--- src/rtl/game_pkg.sv ---
// Shared types and BCD helpers for the Flappy game controller.
// Holds the game state encoding and the 4-digit BCD score arithmetic.
package game_pkg;

  typedef enum logic [1:0] {
    IDLE  = 2'd0,
    PLAY  = 2'd1,
    DYING = 2'd2,
    OVER  = 2'd3
  } gameState_t;

  localparam int          BCD_DIGITS = 4;
  localparam logic [15:0] BCD_MAX    = 16'h9999;

  // Saturating BCD increment with per-digit carry.
  function automatic logic [15:0] bcdInc(input logic [15:0] value);
    logic [15:0] result;
    logic        carry;
    result = value;
    carry  = 1'b1;
    if (value != BCD_MAX) begin
      for (int d = 0; d < BCD_DIGITS; d++) begin
        if (carry) begin
          if (value[d*4 +: 4] == 4'd9) begin
            result[d*4 +: 4] = 4'd0;
          end else begin
            result[d*4 +: 4] = value[d*4 +: 4] + 4'd1;
            carry            = 1'b0;
          end
        end
      end
    end
    return result;
  endfunction

  // a > b, comparing the most significant digit first.
  function automatic logic bcdGreater(input logic [15:0] a, input logic [15:0] b);
    logic decided;
    logic greater;
    decided = 1'b0;
    greater = 1'b0;
    for (int d = BCD_DIGITS - 1; d >= 0; d--) begin
      if (!decided && (a[d*4 +: 4] != b[d*4 +: 4])) begin
        decided = 1'b1;
        greater = (a[d*4 +: 4] > b[d*4 +: 4]);
      end
    end
    return greater;
  endfunction

endpackage

--- src/rtl/btn_debounce.sv ---
// Button conditioner: 2-FF synchronizer, stability counter and a one-cycle
// pulse on each debounced rising edge (Press rises together with Level).
module btn_debounce #(
  parameter int DEBOUNCE_CYC = 1000000
) (
  input  logic Clk,
  input  logic Reset,
  input  logic BtnIn,
  output logic Level,
  output logic Press
);

  localparam int            CW       = (DEBOUNCE_CYC > 1) ? $clog2(DEBOUNCE_CYC) : 1;
  localparam logic [CW-1:0] CNT_LAST = CW'(DEBOUNCE_CYC - 1);

  logic          syncMeta;
  logic          syncLevel;
  logic [CW-1:0] stableCnt;

  always_ff @(posedge Clk or posedge Reset) begin
    if (Reset) begin
      syncMeta  <= 1'b0;
      syncLevel <= 1'b0;
      stableCnt <= '0;
      Level     <= 1'b0;
      Press     <= 1'b0;
    end else begin
      syncMeta  <= BtnIn;
      syncLevel <= syncMeta;
      Press     <= 1'b0;
      if (syncLevel == Level) begin
        stableCnt <= '0;
      end else if (stableCnt == CNT_LAST) begin
        stableCnt <= '0;
        Level     <= syncLevel;
        Press     <= syncLevel;
      end else begin
        stableCnt <= stableCnt + 1'b1;
      end
    end
  end

endmodule

--- src/rtl/flappy_game_ctrl.sv ---
// Flappy game sequencer: frame tick, IDLE/PLAY/DYING/OVER FSM, BCD score and high score.
// Optional attract-mode bird bobbing in IDLE is enabled with `define ATTRACT_MODE_EN.
module flappy_game_ctrl
  import game_pkg::*;
#(
  parameter int FRAME_DIV    = 1666667,
  parameter int DEBOUNCE_CYC = 1000000,
  parameter int DEATH_FRAMES = 60
`ifdef ATTRACT_MODE_EN
  ,
  parameter int AUTO_FLAP_FRAMES = 32
`endif
) (
  input  logic        Clk,
  input  logic        Reset,
  input  logic        BtnFlap,
  input  logic        Collision,
  input  logic        PipePassed,
  output logic        FrameTick,
  output logic [1:0]  GameState,
  output logic        PipeEn,
  output logic        BirdEn,
  output logic        FlapPulse,
  output logic        PipeClr,
  output logic [15:0] Score,
  output logic [15:0] HighScore
);

  localparam int            FW         = (FRAME_DIV > 1) ? $clog2(FRAME_DIV) : 1;
  localparam logic [FW-1:0] FRAME_LAST = FW'(FRAME_DIV - 1);
  localparam int            DW         = $clog2(DEATH_FRAMES + 1);
  localparam logic [DW-1:0] DEATH_LAST = DW'(DEATH_FRAMES - 1);

  logic          press;
  logic          unusedBtnLevel;
  logic [FW-1:0] frameCnt;
  gameState_t    stateReg, stateNext;
  logic [DW-1:0] deathCnt, deathNext;
  logic [15:0]   scoreNext, highNext;
  logic          pipeEnNext, birdEnNext, flapNext, pipeClrNext;
  logic          autoFlap, idleBirdEn;

  btn_debounce #(
    .DEBOUNCE_CYC(DEBOUNCE_CYC)
  ) uDebounce (
    .Clk  (Clk),
    .Reset(Reset),
    .BtnIn(BtnFlap),
    .Level(unusedBtnLevel),
    .Press(press)
  );

  always_ff @(posedge Clk or posedge Reset) begin
    if (Reset) begin
      frameCnt  <= '0;
      FrameTick <= 1'b0;
    end else begin
      FrameTick <= (frameCnt == FRAME_LAST);
      frameCnt  <= (frameCnt == FRAME_LAST) ? '0 : frameCnt + 1'b1;
    end
  end

`ifdef ATTRACT_MODE_EN
  localparam int            AW        = (AUTO_FLAP_FRAMES > 1) ? $clog2(AUTO_FLAP_FRAMES) : 1;
  localparam logic [AW-1:0] AUTO_LAST = AW'(AUTO_FLAP_FRAMES - 1);
  logic [AW-1:0] autoCnt;

  always_ff @(posedge Clk or posedge Reset) begin
    if (Reset) begin
      autoCnt <= '0;
    end else if (stateReg != IDLE) begin
      autoCnt <= '0;
    end else if (FrameTick) begin
      autoCnt <= (autoCnt == AUTO_LAST) ? '0 : autoCnt + 1'b1;
    end
  end

  assign autoFlap   = (stateReg == IDLE) && FrameTick && (autoCnt == AUTO_LAST);
  assign idleBirdEn = 1'b1;
`else
  assign autoFlap   = 1'b0;
  assign idleBirdEn = 1'b0;
`endif

  always_ff @(posedge Clk or posedge Reset) begin
    if (Reset) begin
      stateReg  <= IDLE;
      deathCnt  <= '0;
      Score     <= '0;
      HighScore <= '0;
      PipeEn    <= 1'b0;
      BirdEn    <= 1'b0;
      FlapPulse <= 1'b0;
      PipeClr   <= 1'b1;
    end else begin
      stateReg  <= stateNext;
      deathCnt  <= deathNext;
      Score     <= scoreNext;
      HighScore <= highNext;
      PipeEn    <= pipeEnNext;
      BirdEn    <= birdEnNext;
      FlapPulse <= flapNext;
      PipeClr   <= pipeClrNext;
    end
  end

  assign GameState = stateReg;

  always_comb begin
    stateNext = stateReg;
    scoreNext = Score;
    highNext  = HighScore;
    deathNext = '0;
    case (stateReg)
      IDLE: begin
        if (press) begin
          stateNext = PLAY;
          scoreNext = '0;
        end
      end
      PLAY: begin
        // A collision in the same cycle as a pipe pass forfeits the point.
        if (Collision) begin
          stateNext = DYING;
        end else if (PipePassed) begin
          scoreNext = bcdInc(Score);
        end
      end
      DYING: begin
        deathNext = FrameTick ? deathCnt + 1'b1 : deathCnt;
        if (FrameTick && (deathCnt == DEATH_LAST)) begin
          stateNext = OVER;
          if (bcdGreater(Score, HighScore)) begin
            highNext = Score;
          end
        end
      end
      OVER: begin
        if (press) begin
          stateNext = IDLE;
        end
      end
      default: stateNext = IDLE;
    endcase

    // Outputs are registered, so they are decoded from the state being entered.
    pipeClrNext = (stateNext == IDLE);
    pipeEnNext  = (stateNext == PLAY);
    birdEnNext  = (stateNext == PLAY) || (stateNext == DYING) ||
                  ((stateNext == IDLE) && idleBirdEn);
    flapNext    = (press && (stateNext == PLAY)) || (autoFlap && (stateNext == IDLE));
  end

endmodule

--- config.mk ---
export PLATFORM = sky130hd
export DESIGN_NAME = flappy_game_ctrl
export DESIGN_NICKNAME = d
export VERILOG_FILES = /design/src/rtl/game_pkg.sv /design/src/rtl/btn_debounce.sv /design/src/rtl/flappy_game_ctrl.sv
export SDC_FILE = /design/constraint.sdc
export NUM_CORES = 1
export LEC_CHECK = 0
export CORE_MARGIN = 2
export CORE_UTILIZATION = 62
export DETAILED_ROUTE_END_ITERATION = 12
export HOLD_SLACK_MARGIN = 0.08
export PLACE_DENSITY = 0.9
export SKIP_LAST_GASP = 1
export SLEW_MARGIN = 20
export SYNTH_ARGS = -nofsm -noshare
export SYNTH_HDL_FRONTEND = slang
export SYNTH_HIERARCHICAL = 1
export SYNTH_SLANG_ARGS = --single-unit
--- constraint.sdc ---
create_clock -name Clk -period 3.5 [get_ports Clk]
set_input_delay 0.35 -clock Clk [delete_from_list [all_inputs] [get_ports Clk]]
set_output_delay 0.35 -clock Clk [all_outputs]
set_load 0.02 [all_outputs]
==> impl_results.md, run 1 <==
- Synth area leader: dfrtp_1
- Max Fanout on Critical Path: 16
- Net Sw Power: 580 uW
- Clk Latency, worst-skew pair: 0.36 ns
- Antenna cells: 0
- Final Cycle Share: 0.691
- Number of remaining DRC errors: 0
- CTS sink count: 90
- DIE HEIGHT: 91.2 um
- Sequential share of power: 0.500
- CTS root buffer: clkbuf_8
- Slowest cell on the critical path: a21oi_4
- Comb pwr share: 0.127
- Post-cts hold buffer count: 0
- Post-Syn Area per Cell: roughly 11 sq um
- Total of max-cap violations: 0
- Port Buffers: 43
- Synth unique cells: 61
- Setup_tns: 0 ns
- Gr ovfl total: 0
- Top-area cell type share of the netlist area: 0.472
- Die area: 8320 sq um
- Synthesized Nets: just under 500
- Slew Limit Fails: 0
- Initial antenna violation count: 0
- Unrepaired setup endpoints after global routing: no
- CTS Buffer Depth: 2
- Crit-path max cell delay: ~0.52 ns
- WP buf/inv: 1
- Filler cells: 498
- Switch share: 0.258
- Average vias per placed instance: between 5 and 6
- Total Wirelength: 9370 um
- Count leader, synth: dfrtp_1
- Drt first pass iters: 4
- Post-route ant nets: 0
- Async S/R FF share, synth: 1.00
- Top_reg_cell synth: dfrtp_1
- Multi-input logic area: 2300 sq um
- EDFF count, synth: 0
- Post-synthesis cell count: roughly 450
- Number of global-route vias before repair: ~3700
- Critical path type: reg -> reg
- Yosys synthesis warning count: 6
- Status: completed
- Cts bufs inserted: 9
- RePlAce Congestion: 0.841
- Top Ports: 44
- Final hold vios: 0
- GRT Total Usage: 0.247
- Chip Width: a little over 90 um
- Count of final setup violators: 0
- Top Family by Delay on Critical Path: compound AO/OA/AOI/OAI gates
- Synth-to-Final Area Change: 16.5%
- TritonCTS clock tree: built
- Largest net degree at the start of global routing: 28
- Nature of the critical path startpoint: register
- Endpoint class of the critical path: register
- Flops & latches, synth: 90
- Core area: 7290 sq um
- Seq/Total Area, Yosys: 0.478
- Clk_skew: 0.0126 ns
- Crit path DAT: between 2 and 3 ns
- H-tree depth: 3
- Share of cells above drive strength 1: 0.0851
- CP required: ~3.7 ns
- Slew @ Worst Pin: 0.942 ns
- Pint: 1670 uW
- Via count: 3479
- WL per Instance: 15.5 um
- First-pass GRT wire length: ~17000 um
- Mapped cell area: 4720 sq um
- Crit path cell chain: inv_1 -> ha_1 -> nand2b_1 -> a211oi_1 -> o21ai_0 -> o2111ai_1 -> a21oi_4 -> mux2_1
- Leakage: 0.00239 uW
- Top cells by area, synth: dfrtp_1, ha_1, xnor2_1, nor2_1, inv_1
- Starting Density: 0.647
- FF+latch area: around 2300 sq um
- Max VDD drop: around 270 uV
- Clk pwr share: 0.373
- Max Freq: 414 MHz
- FP Rows: 31
- Post-CTS sizing: 0
- Worst slack at placement: 1.07 ns
- Hold WC Path Type: in -> async
- Initial DRC Count: between 200 and 250
- Post-CTS setup buffer count: 0
- Clock transition at the registers of the reported paths: 0.09 ns
- Setup WS post-layout: 1.08 ns
- Post-DP HPWL: 6720 um
- Min Tclk post-route: 2.42 ns
- Slew HR: 0.370
- Cell Pwr Density: around 410 nW/um^2
- Post-synth top cells: dfrtp_1, nor2_1, inv_1, nand2_1, ha_1
- Nets: 535
path summary, 6_finish.rpt:
path                       slack [ns]  cells after the start                 endpoint                from
setup reg to reg                 1.08                      8             HighScore[0]            Score[8]
hold / removal                   0.35                      2                   BirdEn               Reset
max in group asynchronous        2.41                      2  uDebounce/stableCnt[10]               Reset
min in group Clk                 0.36                      0      uDebounce/syncLevel  uDebounce/syncMeta
setup / recovery                 1.08                      8             HighScore[0]            Score[8]
hold reg to reg                  0.36                      0      uDebounce/syncLevel  uDebounce/syncMeta
cell usage in the layout, fill, tap and decap left out, types with 9 or more instances in the layout:
| cell | count |
|---|---|
| xnor2_1 | 21 |
| clkdlybuf4s50_1 | 43 |
| nor2_1 | 43 |
| ha_1 | 30 |
| nand4_1 | 12 |
| nand3_1 | 22 |
| o21ai_0 | 19 |
| xor2_1 | 14 |
| mux2_1 | 10 |
| a21oi_1 | 14 |
| nand2_1 | 31 |
| inv_1 | 32 |
| clkbuf_8 | 9 |
| dfrtp_1 | 89 |
cell families after synthesis:
kind of cell,share of synthesized area
flip-flops,0.478
XOR/XNOR,0.0650
multiplexers,0.0512
buffers and inverters,0.0345
AO/OA/AOI/OAI,0.0841
AND/OR/NAND/NOR,0.208
adder cells (fa/ha/maj),0.0796
layer usage:
layer  global-route usage  vias up  share of wire
li1                     -     1675              -
met1                0.302     1703           0.42
met2                0.427       82           0.51
met3               0.0490       19          0.041
met4                0.102        0          0.020
met5                    0        -              0
power groups by stage:
stage	clock, uW	combinational [uW]	sequential, uW
CTS	859	288	1120
finish	837	285	1120
detailed placement	0	286	1140
global route	910	318	1130
floorplan	0	144	1170
global placement	0	276	1140
flip-flops by register name, summed over array words and instances (netlist names), 2 cells and up:
register             flops
frameCnt                21
uDebounce/stableCnt     20
HighScore               16
Score                   16
deathCnt                 6
GameState                2
through the flow:
stage          cells  cell area [sq um]  hold WS (ns)   util  total power [uW]
2_1_floorplan    447               4720         0.331      -              1310
3_3_place_gp     588               5260         0.337  0.722              1410
3_5_place_dp     588               5260         0.338  0.722              1430
4_1_cts          604               5500         0.356  0.754              2270
5_1_grt          604               5500         0.365  0.754              2360
6_report         604               5500         0.346  0.754              2240
area by class of cell:
class,count,share of cell area
Tap cell,99,0.0225
Sequential cell,90,0.410
Timing Repair Buffer,47,0.0837
Inverter,33,0.0225
Multi-Input combinational cell,319,0.419
Clock inverter,5,0.0189
Clock buffer,11,0.0239
(Power assumes the default switching activity.)
==> inputs of run 2 (changes only) <==
--- a/config.mk
+++ b/config.mk
@@ -6,10 +6,10 @@
 export NUM_CORES = 1
 export LEC_CHECK = 0
 export CORE_MARGIN = 2
-export CORE_UTILIZATION = 62
+export CORE_UTILIZATION = 52
 export DETAILED_ROUTE_END_ITERATION = 12
 export HOLD_SLACK_MARGIN = 0.08
-export PLACE_DENSITY = 0.9
+export PLACE_DENSITY = 0.81
 export SKIP_LAST_GASP = 1
 export SLEW_MARGIN = 20
 export SYNTH_ARGS = -nofsm -noshare
==> constraint.sdc (replaced) <==
create_clock -name Clk -period 2.2 [get_ports Clk]
set_input_delay 0.22 -clock Clk [delete_from_list [all_inputs] [get_ports Clk]]
set_output_delay 0.22 -clock Clk [all_outputs]
set_load 0.02 [all_outputs]
==> run 2 against run 1 <==
  * Via count grew 2.6%
  * Clock-buffer cell count is the same
  * Sequential power grew 57%
  * Clock skew shrank 0.0015 ns
  * Final cell count grew 6.3%
  * Sequential cell count is the same
  * Largest power group unchanged
  * Total power grew 53%
  * Global-route usage shrank 3.8 points
  * Die area grew 18%
==> impl_results.md, run 2 (synthesis results as in run 1) <==
- Status: completed (unchanged)
- Synth-to-Final Area Change: 21.9% (was 16.5%)
- DIE HEIGHT: 99.3 um (was 91.2 um)
- Core area: 8760 sq um (was 7290 sq um)
- Endpoint class of the critical path: register (unchanged)
- Count of final setup violators: 0 (unchanged)
- Hold WC Path Type: in -> async (unchanged)
- Reg with most FFs: frameCnt (unchanged)
- Nets: 564 (was 535)
- Chip Width: 99.3 um (was 91.2 um)
- WL per Instance: 15.3 um (was 15.5 um)
- Gr ovfl total: 0 (unchanged)
- Top Family by Delay on Critical Path: compound AO/OA/AOI/OAI gates (unchanged)
- Crit-path max cell delay: 0.39 ns (was 0.52 ns)
- Nature of the critical path startpoint: register (unchanged)
- Die area: 9850 sq um (was 8320 sq um)
- CTS Buffer Depth: 2 (unchanged)
- Total Wirelength: 9800 um (was 9370 um)
- WP buf/inv: 2 (was 1)
- Clk Latency, worst-skew pair: 0.36 ns (about the same)
- Cell Pwr Density: 597 nW/um^2 (was 408 nW/um^2)
- Initial DRC Count: 99 (was 206)
- Largest net degree at the start of global routing: 25 (was 28)
- Max Fanout on Critical Path: 15 (was 16)
- Final hold vios: 0 (unchanged)
- Via count: 3569 (was 3479)
- Post-DP HPWL: 7120 um (was 6720 um)
- Worst slack at placement: -0.0975 ns (was 1.07 ns)
- Final Cell Area: 5750 sq um (was 5500 sq um)
- Setup WS post-layout: 0.0810 ns (was 1.08 ns)
- Number of global-route vias before repair: 3621 (was 3656)
- Top flop regs: frameCnt x21, uDebounce/stableCnt x20 (unchanged)
- RePlAce Congestion: 0.842 (was 0.841)
- R2R Path Start: HighScore[1] (was Score[8])
- Worst R2R End: HighScore[8] (was HighScore[0])
- Clock transition at the registers of the reported paths: 0.09 ns (about the same)
- Commonest non-fill, non-tap cells in the layout: dfrtp_1, nor2_1, clkdlybuf4s50_1 (unchanged)
- Slew @ Worst Pin: 0.454 ns (was 0.942 ns)
- TritonCTS clock tree: built (unchanged)
- H-tree depth: 3 (unchanged)
- Clk_skew: 0.0112 ns (was 0.0126 ns)
- Starting Density: 0.538 (was 0.647)
- Slew HR: 0.697 (was 0.370)
- Max Freq: 472 MHz (was 414 MHz)
- CTS sink count: 90 (unchanged)
- Antenna cells: 0 (unchanged)
- Leakage: 0.00250 uW (was 0.00239 uW)
- First-pass GRT wire length: 16600 um (was 16500 um)
- CTS root buffer: clkbuf_8 (unchanged)
- Commonest non-fill, non-tap cell in the layout: dfrtp_1 (unchanged)
- Filler cells: 656 (was 498)
- Average vias per placed instance: 5.56 (was 5.76)
- CP required: 2.44 ns (was 3.74 ns)
- Crit path cell chain: inv_1 -> ha_4 -> nor2b_1 -> o211ai_1 -> a21oi_2 -> o22ai_2 -> a21oi_4 -> buf_12 -> mux2_1 (was inv_1 -> ha_1 -> nand2b_1 -> a211oi_1 -> o21ai_0 -> o2111ai_1 -> a21oi_4 -> mux2_1)
- Slew Limit Fails: 0 (unchanged)
- Critical path type: reg -> reg (unchanged)
- Drt first pass iters: 4 (unchanged)
- Cts bufs inserted: 9 (unchanged)
- FF-to-FF path depth: 9 (was 8)
- FP Rows: 34 (was 31)
- Post-route ant nets: 0 (unchanged)
- Slowest cell on the critical path: dfrtp_1 (was a21oi_4)
- Placed cell area: 5450 sq um (was 5260 sq um)
- GRT Total Usage: 0.209 (was 0.247)
- Min Tclk post-route: 2.12 ns (was 2.42 ns)
- Top Ports: 44 (unchanged)
- Number of remaining DRC errors: 0 (unchanged)
- Total of max-cap violations: 0 (unchanged)
- Share of cells above drive strength 1: 0.161 (was 0.0851)
- Levels on crit path: 9 (was 8)
- Initial antenna violation count: 0 (unchanged)
- Worst Setup SP: HighScore[1] (was Score[8])
- Reg2reg setup slack: 0.08 ns (was 1.08 ns)
- Largest register FFs: 21 (unchanged)
- Min Hold Slack: 0.237 ns (was 0.346 ns)
- Max VDD drop: 319 uV (was 270 uV)
- Final Cycle Share: 0.963 (was 0.691)
- Finished Core Util: 0.656 (was 0.754)
- Port Buffers: 43 (unchanged)
- Crit path DAT: 2.36 ns (was 2.66 ns)
-- run 2: cell types whose count changed in the layout (fill, tap and decap cells not counted), sizes merged --
cell      delta
bufinv       -3
buf         +29
clkinvlp     +4
clkinv       -1
-- run 2: layer usage --
layer	track usage	share of wire	up-vias	routed length, um
met4	0.0790	0.018	0	177
met2	0.369	0.52	66	5080
li1	-	-	1740	-
met5	0	0	-	0
met3	0.0401	0.032	20	311
met1	0.254	0.43	1743	4230
-- run 2: how the worst max path moves through the flow --
stage | end | slack [ns]
3_3_place_gp | HighScore[8] | -0.005
4_1_cts | HighScore[6] | 0.02
5_1_grt | HighScore[4] | -0.04
6_report | HighScore[8] | 0.08
3_5_place_dp | HighScore[6] | -0.1
2_1_floorplan | HighScore[0] | 0.06
-- run 2: area by class of cell --
cell class              instances  area (sq um)  area share
inverters                      33           124      0.0215
flip-flops and latches         90          2260       0.393
well taps                     108           135      0.0235
clock inverters                 5          38.8     0.00674
multi-input cells             319          2340       0.407
clock buffers                  11           151      0.0263
repair buffers                 76           703       0.122
-- run 2: where the power goes --
part / total, uW / leakage (uW) / switching [uW] / internal (uW)
logic: 603 / 0.00121 / 337 / 265
registers: 1760 / 0.00121 / 46.0 / 1710
clock network: 1070 / 0.0000838 / 601 / 474
-- run 2: per-stage QoR --
step	total power [uW]	cells	TNS, ns
global placement	2320	617	-0.0354
finish	3430	642	0
floorplan	2090	447	0
detailed placement	2340	617	-0.935
CTS	3410	633	0
global route	3590	642	-0.287
-- run 2: timing repair --
| action | 4_1_cts | 5_1_grt |
|---|---|---|
| gates cloned | 0 | 0 |
| hold buffers | 0 | 0 |
| resized for setup | 3 | 10 |
| endpoints found under the setup margin | 12 | 17 |
| buffers inserted | 0 | 9 |
| pin swaps | 0 | 4 |
==> inputs of run 3 (changes only) <==
--- a/config.mk
+++ b/config.mk
@@ -5,7 +5,7 @@
 export SDC_FILE = /design/constraint.sdc
 export NUM_CORES = 1
 export LEC_CHECK = 0
-export CORE_MARGIN = 2
+export CORE_MARGIN = 5
 export CORE_UTILIZATION = 52
 export DETAILED_ROUTE_END_ITERATION = 12
 export HOLD_SLACK_MARGIN = 0.08
==> run 3 against run 2 <==
  * Total power rose by 4.4%
  * Worst hold slack worse by 0.033 ns
  * Via count about the same
  * Register-to-register slack hardly changed
  * Sequential cell count unchanged
  * Critical path depth decreased by 2
  * Clock-buffer cell count is 2 lower
  * Clock power increased by 17%
  * Final cell count down 0.62%
  * Non-clock buffer count down 4
  * Clock skew is 0.0026 ns higher
  * Combinational power decreased by 3%
  * Critical path type unchanged
  * Largest cell class unchanged
  * Largest power group unchanged
==> impl_results.md, run 3 (synthesis results as in run 1) <==
- Initial antenna violation count: 0 (unchanged)
- Critical path type: reg -> reg (unchanged)
- Count of final setup violators: 0 (unchanged)
- Leakage: 0.00251 uW (was 0.00250 uW)
- Placed cell area: 5430 sq um (was 5450 sq um)
- Number of global-route vias before repair: 3561 (was 3621)
- Average vias per placed instance: 5.59 (was 5.56)
- CTS Buffer Depth: 2 (unchanged)
- Total of max-cap violations: 0 (unchanged)
- Die area: 11100 sq um (was 9850 sq um)
- Worst R2R End: Score[11] (was HighScore[8])
- Max Fanout on Critical Path: 5 (was 15)
- Max Freq: 471 MHz (was 472 MHz)
- Top Ports: 44 (unchanged)
- Multi-input logic area: 2310 sq um (was 2340 sq um)
- FF-to-FF path depth: 7 (was 9)
- Min Tclk post-route: 2.12 ns (about the same)
- Via count: 3568 (was 3569)
- Slew @ Worst Pin: 0.510 ns (was 0.454 ns)
- Starting Density: 0.538 (unchanged)
- Antenna cells: 0 (unchanged)
- WL per Instance: 14.9 um (was 15.3 um)
- Endpoint class of the critical path: register (unchanged)
- Cts bufs inserted: 9 (unchanged)
- Chip Width: 105 um (was 99.3 um)
- Status: completed (unchanged)
- CP required: 2.50 ns (was 2.44 ns)
- Drt first pass iters: 4 (unchanged)
- Total Wirelength: 9510 um (was 9800 um)
- Final hold vios: 0 (unchanged)
- Commonest non-fill, non-tap cell in the layout: dfrtp_1 (unchanged)
- Top flop regs: frameCnt x21, uDebounce/stableCnt x20 (unchanged)
- Max VDD drop: 412 uV (was 319 uV)
- Largest register FFs: 21 (unchanged)
- DIE HEIGHT: 105 um (was 99.3 um)
- Slew HR: 0.659 (was 0.697)
- GRT Total Usage: 0.174 (was 0.209)
- Number of remaining DRC errors: 0 (unchanged)
- Nets: 560 (was 564)
- R2R Path Start: Score[1] (was HighScore[1])
- Post-route ant nets: 0 (unchanged)
- H-tree depth: 3 (unchanged)
- RePlAce Congestion: 0.873 (was 0.842)
- Port Buffers: 43 (unchanged)
- Final Cycle Share: 0.966 (was 0.963)
- Clock transition at the registers of the reported paths: 0.09 ns (about the same)
- FF+latch area: 2260 sq um (about the same)
- Filler cells: 687 (was 656)
- Gr ovfl total: 0 (unchanged)
- CTS sink count: 90 (unchanged)
- Share of cells above drive strength 1: 0.143 (was 0.161)
- FP Rows: 34 (unchanged)
- Reg with most FFs: frameCnt (unchanged)
- Commonest non-fill, non-tap cells in the layout: dfrtp_1, nor2_1, clkdlybuf4s50_1 (unchanged)
- Reg2reg setup slack: 0.08 ns (about the same)
- Initial DRC Count: 185 (was 99)
- Crit path DAT: 2.43 ns (was 2.36 ns)
- Hold WC Path Type: in -> async (unchanged)
- Setup_tns: 0 ns (unchanged)
- TritonCTS clock tree: built (unchanged)
- Final Cell Area: 5730 sq um (was 5750 sq um)
- Nature of the critical path startpoint: register (unchanged)
- Clk Latency, worst-skew pair: 0.37 ns (was 0.36 ns)
- First-pass GRT wire length: 16300 um (was 16600 um)
- Cell Pwr Density: 626 nW/um^2 (was 597 nW/um^2)
- Clk_skew: 0.0138 ns (was 0.0112 ns)
- Largest net degree at the start of global routing: 67 (was 25)
- Post-DP HPWL: 7010 um (was 7120 um)
- Core area: 8760 sq um (unchanged)
- Slew Limit Fails: 0 (unchanged)
- Synth-to-Final Area Change: 21.3% (was 21.9%)
- CTS root buffer: clkbuf_8 (unchanged)
==> run 3: cell count changes in the layout (fill, tap and decap cells not counted), sizes merged <==
cell	change
buf	-4
bufinv	+2
clkbuf	-2
clkinvlp	-3
inv	+3
==> run 3: repair_timing <==
action | CTS | global route
setup buffers | 0 | 8
hold endpoints to repair | 0 | 0
pin swaps | 0 | 1
setup endpoints to repair | 1 | 20
resized for setup | 1 | 4
hold buffers | 0 | 0
==> run 3: how the worst max path moves through the flow <==
stage,startpoint,to,slack (ns),depth (start not counted)
2_1_floorplan,Score[0],HighScore[0],0.06,8
3_3_place_gp,Score[13],Score[14],0.14,8
3_5_place_dp,Score[1],HighScore[8],0.02,8
4_1_cts,Score[8],HighScore[0],0.03,9
5_1_grt,Score[1],Score[11],-0.03,7
6_report,Score[1],Score[11],0.08,7
==> run 3: layer usage <==
layer  global-route usage  part of all wire  routed length [um]  vias to the layer above
met1                0.216              0.43                4070                     1750
met5                    0                 0                   0                        -
li1                     -                 -                   -                     1723
met3               0.0397             0.051                 482                       19
met2                0.292              0.50                4760                       76
met4               0.0740             0.021                 199                        0
==> run 3: layout make-up <==
class,count,share of cell area
multi-input combinational,319,0.404
sequential,90,0.394
timing repair buffer,72,0.118
tap,108,0.0236
clock buffer,9,0.0216
inverter,33,0.0216
clock inverter,7,0.0173
==> run 3: stage by stage <==
stage | setup slack, ns | std cells | power [uW] | utilization | hold slack (ns)
2_1_floorplan | 0.0606 | 447 | 2090 | - | 0.235
4_1_cts | 0.0303 | 630 | 3610 | 0.646 | 0.217
3_5_place_dp | 0.0162 | 614 | 2340 | 0.620 | 0.343
6_report | 0.0751 | 638 | 3590 | 0.653 | 0.204
3_3_place_gp | 0.141 | 614 | 2310 | 0.620 | 0.341
5_1_grt | -0.0290 | 638 | 3750 | 0.653 | 0.265
==> run 3: worst max-delay path, cell delays in order, from the launching register on <==
cell      delay [ns]
dfrtp_2         0.45
inv_1           0.10
ha_1            0.15
nand3b_1        0.23
o31ai_4         0.41
nand2_2         0.11
or4_1           0.52
nand3_1         0.10
==> run 3: power breakdown <==
group	total, uW	switching, uW	internal (uW)
logic	585	328	256
clock network	1250	602	649
registers	1750	40.0	1710
